--- src/rtl/charlie_scroller.sv ---
// charlie_scroller: scrolls 5-row column bitmaps through a 7-column window and
// writes the window row by row to a Wishbone display peripheral on each scroll tick.
module charlie_scroller #(
  parameter int unsigned CLK_HZ     = 12000000,
  parameter int unsigned SCROLL_HZ  = 8,
  parameter int unsigned FIFO_DEPTH = 8
) (
  input  logic       clk,
  input  logic       rst,
  input  logic       en,
  input  logic [4:0] col_data,
  input  logic       col_valid,
  output logic       col_ready,
  output logic       wb_stb,
  output logic       wb_we,
  output logic [2:0] wb_adr,
  output logic [7:0] wb_dat_c,
  input  logic       wb_ack,
  output logic       underflow,
  output logic       tick_drop
);

  localparam int unsigned DIV_N   = CLK_HZ / SCROLL_HZ;
  localparam int unsigned DIV_W   = $clog2(DIV_N);
  localparam int unsigned PTR_W   = $clog2(FIFO_DEPTH);
  localparam int unsigned CNT_W   = PTR_W + 1;
  localparam int unsigned COLS    = 7;
  localparam int unsigned LAST_ROW = 4;

  typedef enum logic [1:0] {
    S_IDLE,
    S_SHIFT,
    S_WRITE,
    S_GAP
  } state_t;

  state_t            r_state;
  state_t            w_state_nxt;
  logic [DIV_W-1:0]  r_div;
  logic              w_tick;
  logic              w_tick_en;
  logic [4:0]        r_mem [FIFO_DEPTH];
  logic [PTR_W-1:0]  r_wptr;
  logic [PTR_W-1:0]  r_rptr;
  logic [CNT_W-1:0]  r_count;
  logic [CNT_W-1:0]  w_count_nxt;
  logic              r_col_ready;
  logic              w_fifo_empty;
  logic              w_push;
  logic              w_pop;
  logic              w_shift;
  logic [4:0]        r_win [COLS];
  logic [2:0]        r_row;
  logic              r_stb;
  logic              r_pending;
  logic              r_underflow;
  logic              r_tick_drop;
  logic [7:0]        w_dat;

  assign w_tick       = (r_div == DIV_W'(DIV_N - 1));
  assign w_tick_en    = w_tick & en;
  assign w_fifo_empty = (r_count == '0);
  assign w_shift      = (r_state == S_SHIFT);
  assign w_push       = col_valid & r_col_ready;
  assign w_pop        = w_shift & ~w_fifo_empty;

  assign col_ready = r_col_ready;
  assign wb_stb    = r_stb;
  assign wb_we     = r_stb;
  assign wb_adr    = r_row;
  assign underflow = r_underflow;
  assign tick_drop = r_tick_drop;

  // Free-running scroll divider; runs independently of en.
  always_ff @(posedge clk) begin
    if (rst || w_tick) r_div <= '0;
    else               r_div <= r_div + DIV_W'(1);
  end

  // Next FIFO occupancy from the push/pop pair.
  always_comb begin
    w_count_nxt = r_count;
    case ({w_push, w_pop})
      2'b10:   w_count_nxt = r_count + CNT_W'(1);
      2'b01:   w_count_nxt = r_count - CNT_W'(1);
      default: w_count_nxt = r_count;
    endcase
  end

  // FIFO storage; contents need no reset since pointers gate visibility.
  always_ff @(posedge clk) begin
    if (w_push) r_mem[r_wptr] <= col_data;
  end

  // FIFO pointers, occupancy and registered not-full flag.
  always_ff @(posedge clk) begin
    if (rst) begin
      r_wptr      <= '0;
      r_rptr      <= '0;
      r_count     <= '0;
      r_col_ready <= 1'b1;
    end else begin
      if (w_push) r_wptr <= r_wptr + PTR_W'(1);
      if (w_pop)  r_rptr <= r_rptr + PTR_W'(1);
      r_count     <= w_count_nxt;
      r_col_ready <= (w_count_nxt != CNT_W'(FIFO_DEPTH));
    end
  end

  // FSM state register.
  always_ff @(posedge clk) begin
    if (rst) r_state <= S_IDLE;
    else     r_state <= w_state_nxt;
  end

  // FSM next-state logic.
  always_comb begin
    w_state_nxt = r_state;
    case (r_state)
      S_IDLE:  if (w_tick_en || r_pending) w_state_nxt = S_SHIFT;
      S_SHIFT: w_state_nxt = S_WRITE;
      S_WRITE: if (wb_ack) w_state_nxt = S_GAP;
      S_GAP:   w_state_nxt = (r_row == 3'(LAST_ROW)) ? S_IDLE : S_WRITE;
      default: w_state_nxt = S_IDLE;
    endcase
  end

  // Row index, strobe, and pending/sticky tick bookkeeping.
  always_ff @(posedge clk) begin
    if (rst) begin
      r_row       <= '0;
      r_stb       <= 1'b0;
      r_pending   <= 1'b0;
      r_tick_drop <= 1'b0;
    end else begin
      r_stb <= (w_state_nxt == S_WRITE);
      if (r_state == S_SHIFT) begin
        r_row <= '0;
      end else if (r_state == S_GAP) begin
        r_row <= (r_row == 3'(LAST_ROW)) ? 3'd0 : r_row + 3'd1;
      end
      // In IDLE a pending request is consumed; a coincident tick re-arms it.
      if (r_state == S_IDLE) begin
        r_pending <= r_pending & w_tick_en;
      end else if (w_tick_en) begin
        if (r_pending) r_tick_drop <= 1'b1;
        else           r_pending   <= 1'b1;
      end
    end
  end

  // Column window shift; blank column and sticky flag on empty FIFO.
  always_ff @(posedge clk) begin
    if (rst) begin
      for (int c = 0; c < COLS; c++) r_win[c] <= '0;
      r_underflow <= 1'b0;
    end else if (w_shift) begin
      for (int c = 0; c < COLS - 1; c++) r_win[c] <= r_win[c+1];
      if (w_fifo_empty) begin
        r_win[COLS-1] <= '0;
        r_underflow   <= 1'b1;
      end else begin
        r_win[COLS-1] <= r_mem[r_rptr];
      end
    end
  end

  // Row pixel byte: bit c is column c at the current row; zero when idle.
  always_comb begin
    w_dat = '0;
    for (int c = 0; c < COLS; c++) w_dat[c] = r_win[c][r_row];
    wb_dat_c = r_stb ? w_dat : 8'h00;
  end

endmodule

--- config.mk ---
export PLATFORM = sky130hd
export DESIGN_NAME = charlie_scroller
export DESIGN_NICKNAME = d
export VERILOG_FILES = /design/src/rtl/charlie_scroller.sv
export SDC_FILE = /design/constraint.sdc
export NUM_CORES = 1
export LEC_CHECK = 0
export CAP_MARGIN = 20
export CORE_MARGIN = 10
export CORE_UTILIZATION = 55
export DETAILED_ROUTE_END_ITERATION = 7
export GPL_TIMING_DRIVEN = 0
export MAX_ROUTING_LAYER = met4
export PLACE_DENSITY = 0.84
export SLEW_MARGIN = 5
export SYNTH_ARGS = -nofsm -noshare
export SYNTH_HDL_FRONTEND = slang
export SYNTH_SLANG_ARGS = --single-unit
--- constraint.sdc ---
create_clock -name clk -period 6.06 [get_ports clk]
set_clock_uncertainty 0.05 [all_clocks]
set_input_delay 1.515 -clock clk [delete_from_list [all_inputs] [get_ports clk]]
set_output_delay 1.515 -clock clk [all_outputs]
set_load 0.01 [all_outputs]
### Word-level counts from Yosys, hierarchy flattened

Memory sizes are Yosys's and may differ from the RTL's. A register that Yosys moved wholly into a read port is not among the register bits.
Cells that the tools add are included.

| cells by class | value |
|---|---|
| add/sub/neg operators | 6 |
| order comparisons | 1 |
| eq/ne operators | 9 |
| multiplexer cells | 48 |
| bitwise gates (word level) | 14 |
| reductions and logical operators | 8 |

Operators by type and width:

| operator | count |
|---|---|
| $mux W5 | 8 |
| $mux W1 | 24 |
| $add A21 B1 Y21 const B | 1 |
| $bmux W1 S3 | 7 |
| $eq A21 B21 Y1 const B | 1 |
| $add A3 B1 Y3 const B | 3 |
| $mux W3 | 3 |
| $eq A2 B2 Y1 const B | 4 |
| $or A1 B1 Y1 | 8 |
| $pmux W2 S4 | 1 |
| $pmux W4 S2 | 1 |
| $mux W7 | 1 |
| $mux W2 | 3 |
| $add A4 B1 Y4 const B | 1 |
| $and A1 B1 Y1 | 4 |
| $eq A2 B1 Y1 const B | 2 |
| $logic_not A4 Y1 | 1 |
| $lt A3 B4 Y1 const B | 1 |
| $ne A4 B4 Y1 const B | 1 |
| $sub A4 B1 Y4 const B | 1 |
| $eq A3 B3 Y1 const B | 1 |
| $reduce_and A3 Y1 | 1 |
| $logic_not A2 Y1 | 1 |
| $logic_or A1 B1 Y1 | 2 |
| 4 further kinds | 5 |

| word-level totals | value |
|---|---|
| register bits | 41 |
| memory bits (writable) | 75 |
| input port bits | 10 |
| output and inout port bits | 16 |
| logic and storage cells | 99 |
| memories kept | 2 |

Memory list:

| memory | words | width | read ports | clocked after memory_dff | write ports | line | text |
|---|---|---|---|---|---|---|---|
| r_mem | 8 | 5 | 1 | 1 | 1 | 42 | `logic [4:0] r_mem [FIFO_DEPTH];` |
| r_win | 7 | 5 | 7 | 0 | 7 | 52 | `logic [4:0] r_win [COLS];` |

### Depth between registers and ports, before layout

| logic depth | value |
|---|---|
| word-level depth | 7 |
| gate-level depth with buffers | 11 |

### Worst setup path after synthesis

Ideal clock, no wire load.

| timing | value |
|---|---|
| kind | input to register |
| from | input port col_valid |
| to | register r_col_ready (netlist: col_ready) |
| data arrival time | 3.198 ns |
| path slack | 2.678 ns |
| stages on the path | 11 |
| path buffers | 1 |
| path through | and2_4 > buf_8 > inv_6 > nand3_1 > xnor2_1 > ha_1 > a21oi_1 > nor2_1 > mux2i_1 > xor2_1 > or4b_1 |

| on the way | value |
|---|---|
| cells in the longest elaborated chain, start to end | 4 |
| elaborated cells on any way between the ends | 5 |

RTL lines:

| item | line | text |
|---|---|---|
| start, declared | 12 | `input logic col_valid,` |
| $and A1 B1 Y1 (*) | 64 | `assign w_push = col_valid & r_col_ready;` |
| $eq A2 B1 Y1 / $eq A2 B2 Y1 (equally long branches) | 83 | `case ({w_push, w_pop})` |
| $pmux W4 S2 (*) | 83 |  |
| $ne A4 B4 Y1 (*) | 106 | `r_col_ready <= (w_count_nxt != CNT_W'(FIFO_DEPTH));` |
| end signal, assigned | 106 |  |
| end, declared | 47 | `logic r_col_ready;` |

Mark *: on every way between the ends. The rest lies on a longest branch, timed or not.
A chain may end at the register's enable or synchronous reset.

### Worst setup path after layout

| timing | value |
|---|---|
| from | register r_row[1] (netlist: wb_adr[1]) |
| to | output port wb_dat_c[3] |

| on the way | value |
|---|---|
| cells in the longest elaborated chain, start to end | 3 |

RTL lines:

| item | line | text |
|---|---|---|
| start, declared | 53 | `logic [2:0] r_row;` |
| start signal, assigned | 140 | `r_row <= (r_row == 3'(LAST_ROW)) ? 3'd0 : r_row + 3'd1;` |
| $bmux W1 S3 | 171 | `for (int c = 0; c < COLS; c++) w_dat[c] = r_win[c][r_row];` |
| $mux W1 (not written as such) | 171 |  |
| $mux W7 | 172 | `wb_dat_c = r_stb ? w_dat : 8'h00;` |
| end, declared | 17 | `output logic [7:0] wb_dat_c,` |

Every way passes these cells. The select of a mux whose other input is x is not followed.

==> results.cfg <==
[timing]
period_share = 0.681
fmax_mhz = 242
finalSetupViolCount = 0
layout_min_cycle_time_ps = 4130
holdWs_ps = 401
rsz0062_at_grt = false
finalHoldViolCount = 0
worst_pin_slew_ps = 1030
fin_tns_setup_ps = 0
slew_headroom = 0.306
slew_viol_final = 0

[clock_tree]
cts_hold_buf = 0
root_buffer = clkbuf_8
clockBufferDepth = 2
clkLatencyLatePin_ps = 530
cts_resized = 0
path_clk_slew_ps = 60
cts_buffers = 17
cts_setup_buffers = 0
cts_tree = built
htreeDepth = 4
cts_sinks = 119

[cells_and_area]
stdcell_count = 571
fin_nets = 464
syn2layout_area_growth_pct = 19.0
drive_gt1_frac = 0.146
n_antenna_cell = 0
final_core_util = 0.668

[worst_setup_path]
start_kind = flop
worstSetupEndpointType = primary output
worst_ep_required_time_ps = 4490
worstPathArrival_ps = 2560
max_stage_delay_ps = 570
critPathSlowestCell = clkdlybuf4s50_1
path_cells = clkbuf_1 -> mux4_2 -> nand2b_1 -> a21boi_0 -> clkdlybuf4s50_1
critPathMaxFanout = 10
crit_type = flop to primary output

[detailed_routing]
drc = 0
routed_wl_mm = 9.80
vias = 3262
dr.pass1.iters = 4
drt_iter0_markers = 160
vias_per_cell = 5.71
final_antenna_net_count = 0
wl_per_cell_um = 17.2

[logic_synthesis]
synth_top_area_share = 0.438
netlist_area_sq_um = 5140
ys_seq_elements = 119
synth_area_leader_cell = edfxtp_1
synth_cell_types = 48
synthCells = 403
ys_seq_area_frac = 0.609
synthFlopType = edfxtp_1
synthTopCellsByArea = edfxtp_1 44%, dfxtp_1 17%, mux4_2 7.4%, and3_1 4.3%, nor2_1 4.1%
yosys-top-cells-count = 75 x edfxtp_1, 56 x nor2_1, 44 x dfxtp_1, 35 x and3_1, 19 x nand3_1
ys_warn_count = 0
async_reset_ff_frac = 0
postSynthAreaPerCell_sq_um = 12.8
syn-num-nets = 420
synth_edf_count = 75
synth_most_common_cell = edfxtp_1

[global_routing]
grt_pass1_wl_mm = 16.8
grt_overflow = 0
grt_pass1_vias = 3396
use_met2 = 0.269
grtUsageTotal = 0.164
antenna_found_initial = 0
use_met3 = 0.0529
grt_max_degree = 21
busiest_layer = met2
grtUsageMet1 = 0.183

[die]
die-height_um = 117
fp.dieW_um = 117
fp.dieArea_sq_um = 13600
io_pins = 26
core_area_sq_um = 9150
rows = 35
start_util = 0.562

[placed_design]
io_buffers = 24
place.gp.congestion = 0.821
hpwl_mm = 6.33
dp_cells = 539

[status]
outcome = finished clean

[hold_path]
hp-class = flop to flop

[power_and_ir_drop]
p_per_area_nw_per_um2 = 311
p_total_uw = 1900
power_leakage_uw = 0.00224
ir_worst_vdd_v = 0.000261

[flow_run]
maxCapViolCount = 0
## cells by family (layout without fill, tap and decap cells)
kind of cell,Yosys count,in the layout,synth area share
and+or+nand+nor,167,167,0.171
DFF,119,119,0.609
buffers and inverters,32,89,0.0307
xor gates and xnor gates,27,27,0.0460
muxes,26,26,0.0922
AOI/OAI and AO/OA,24,24,0.0331
adders and majority gates,7,7,0.0170
other,1,1,0.000729
## layout make-up
class | count | area [sq um]
sequential | 119 | 3130
fill | 633 | 3040
multi-input combinational | 252 | 1850
clock buffer | 17 | 414
timing repair buffer | 25 | 268
clock inverter | 15 | 154
tap | 111 | 139
buffer | 25 | 126
inverter | 7 | 31.3
## critical path, delay by kind of cell (launching register included)
family / cells / cell delay, ps
buffers and inverters: 2 / 1080
flip-flops: 1 / 380
multiplexers: 1 / 340
AO/OA/AOI/OAI: 1 / 190
AND/OR/NAND/NOR: 1 / 60
## flip-flops by register name, summed over array words and instances (netlist names), named ones only
name       cells
r_mem         40
wb_stb         1
underflow      1
tick_drop      1
r_wptr         3
r_win         35
r_pending      1
r_div         21
r_state        2
col_ready      1
r_rptr         3
wb_adr         3
r_count        4
## report_power, final
group | switching, uW | total [uW] | internal [uW] | leakage [uW]
clock network | 420 | 948 | 527 | 0.000274
logic | 36.8 | 63.4 | 26.6 | 0.000886
registers | 11.3 | 891 | 880 | 0.00108
## routing by layer
layer,up-vias,wire length [um]
met5,-,0
met4,0,161
met3,17,538
met2,87,5080
met1,1597,4020
li1,1561,-
## worst paths after layout
| check | endpoint | slack (ps) | cells past startpoint | startpoint |
|---|---|---|---|---|
| worst max-delay path | wb_dat_c[3] | 1930 | 5 | wb_adr[1]$_SDFFE_PP0P_ |
| worst min register to register | r_div[0]$_SDFF_PP0_ | 400 | 1 | r_div[0]$_SDFF_PP0_ |
| worst max register to register | col_ready$_SDFF_PP1_ | 3250 | 9 | r_count[1]$_SDFF_PP0_ |
| worst min-delay path | r_div[0]$_SDFF_PP0_ | 400 | 1 | r_div[0]$_SDFF_PP0_ |
## placed cells by master (no fill, tap or decap), drive strengths merged, types with 5 or more instances in the layout
cell           count
a21boi             7
nand2             16
xnor2             11
xor2              16
and3              35
mux4              17
buf               11
nor2              56
dfxtp             44
nor3               5
clkbuf            32
inv               17
nand2b            11
mux2i              8
ha                 7
nand3             19
clkdlybuf4s50     24
edfxtp            75
nand4              8
a21oi              5
## metrics by stage
| stage | setup slack, ps | cell area, sq um |
|---|---|---|
| floorplan | 2680 | 5140 |
| global placement | 1970 | 5520 |
| detailed placement | 2070 | 5550 |
| CTS | 1890 | 6120 |
| global route | 1760 | 6120 |
| finish | 1930 | 6120 |
Power figures use the tool's default switching activity.
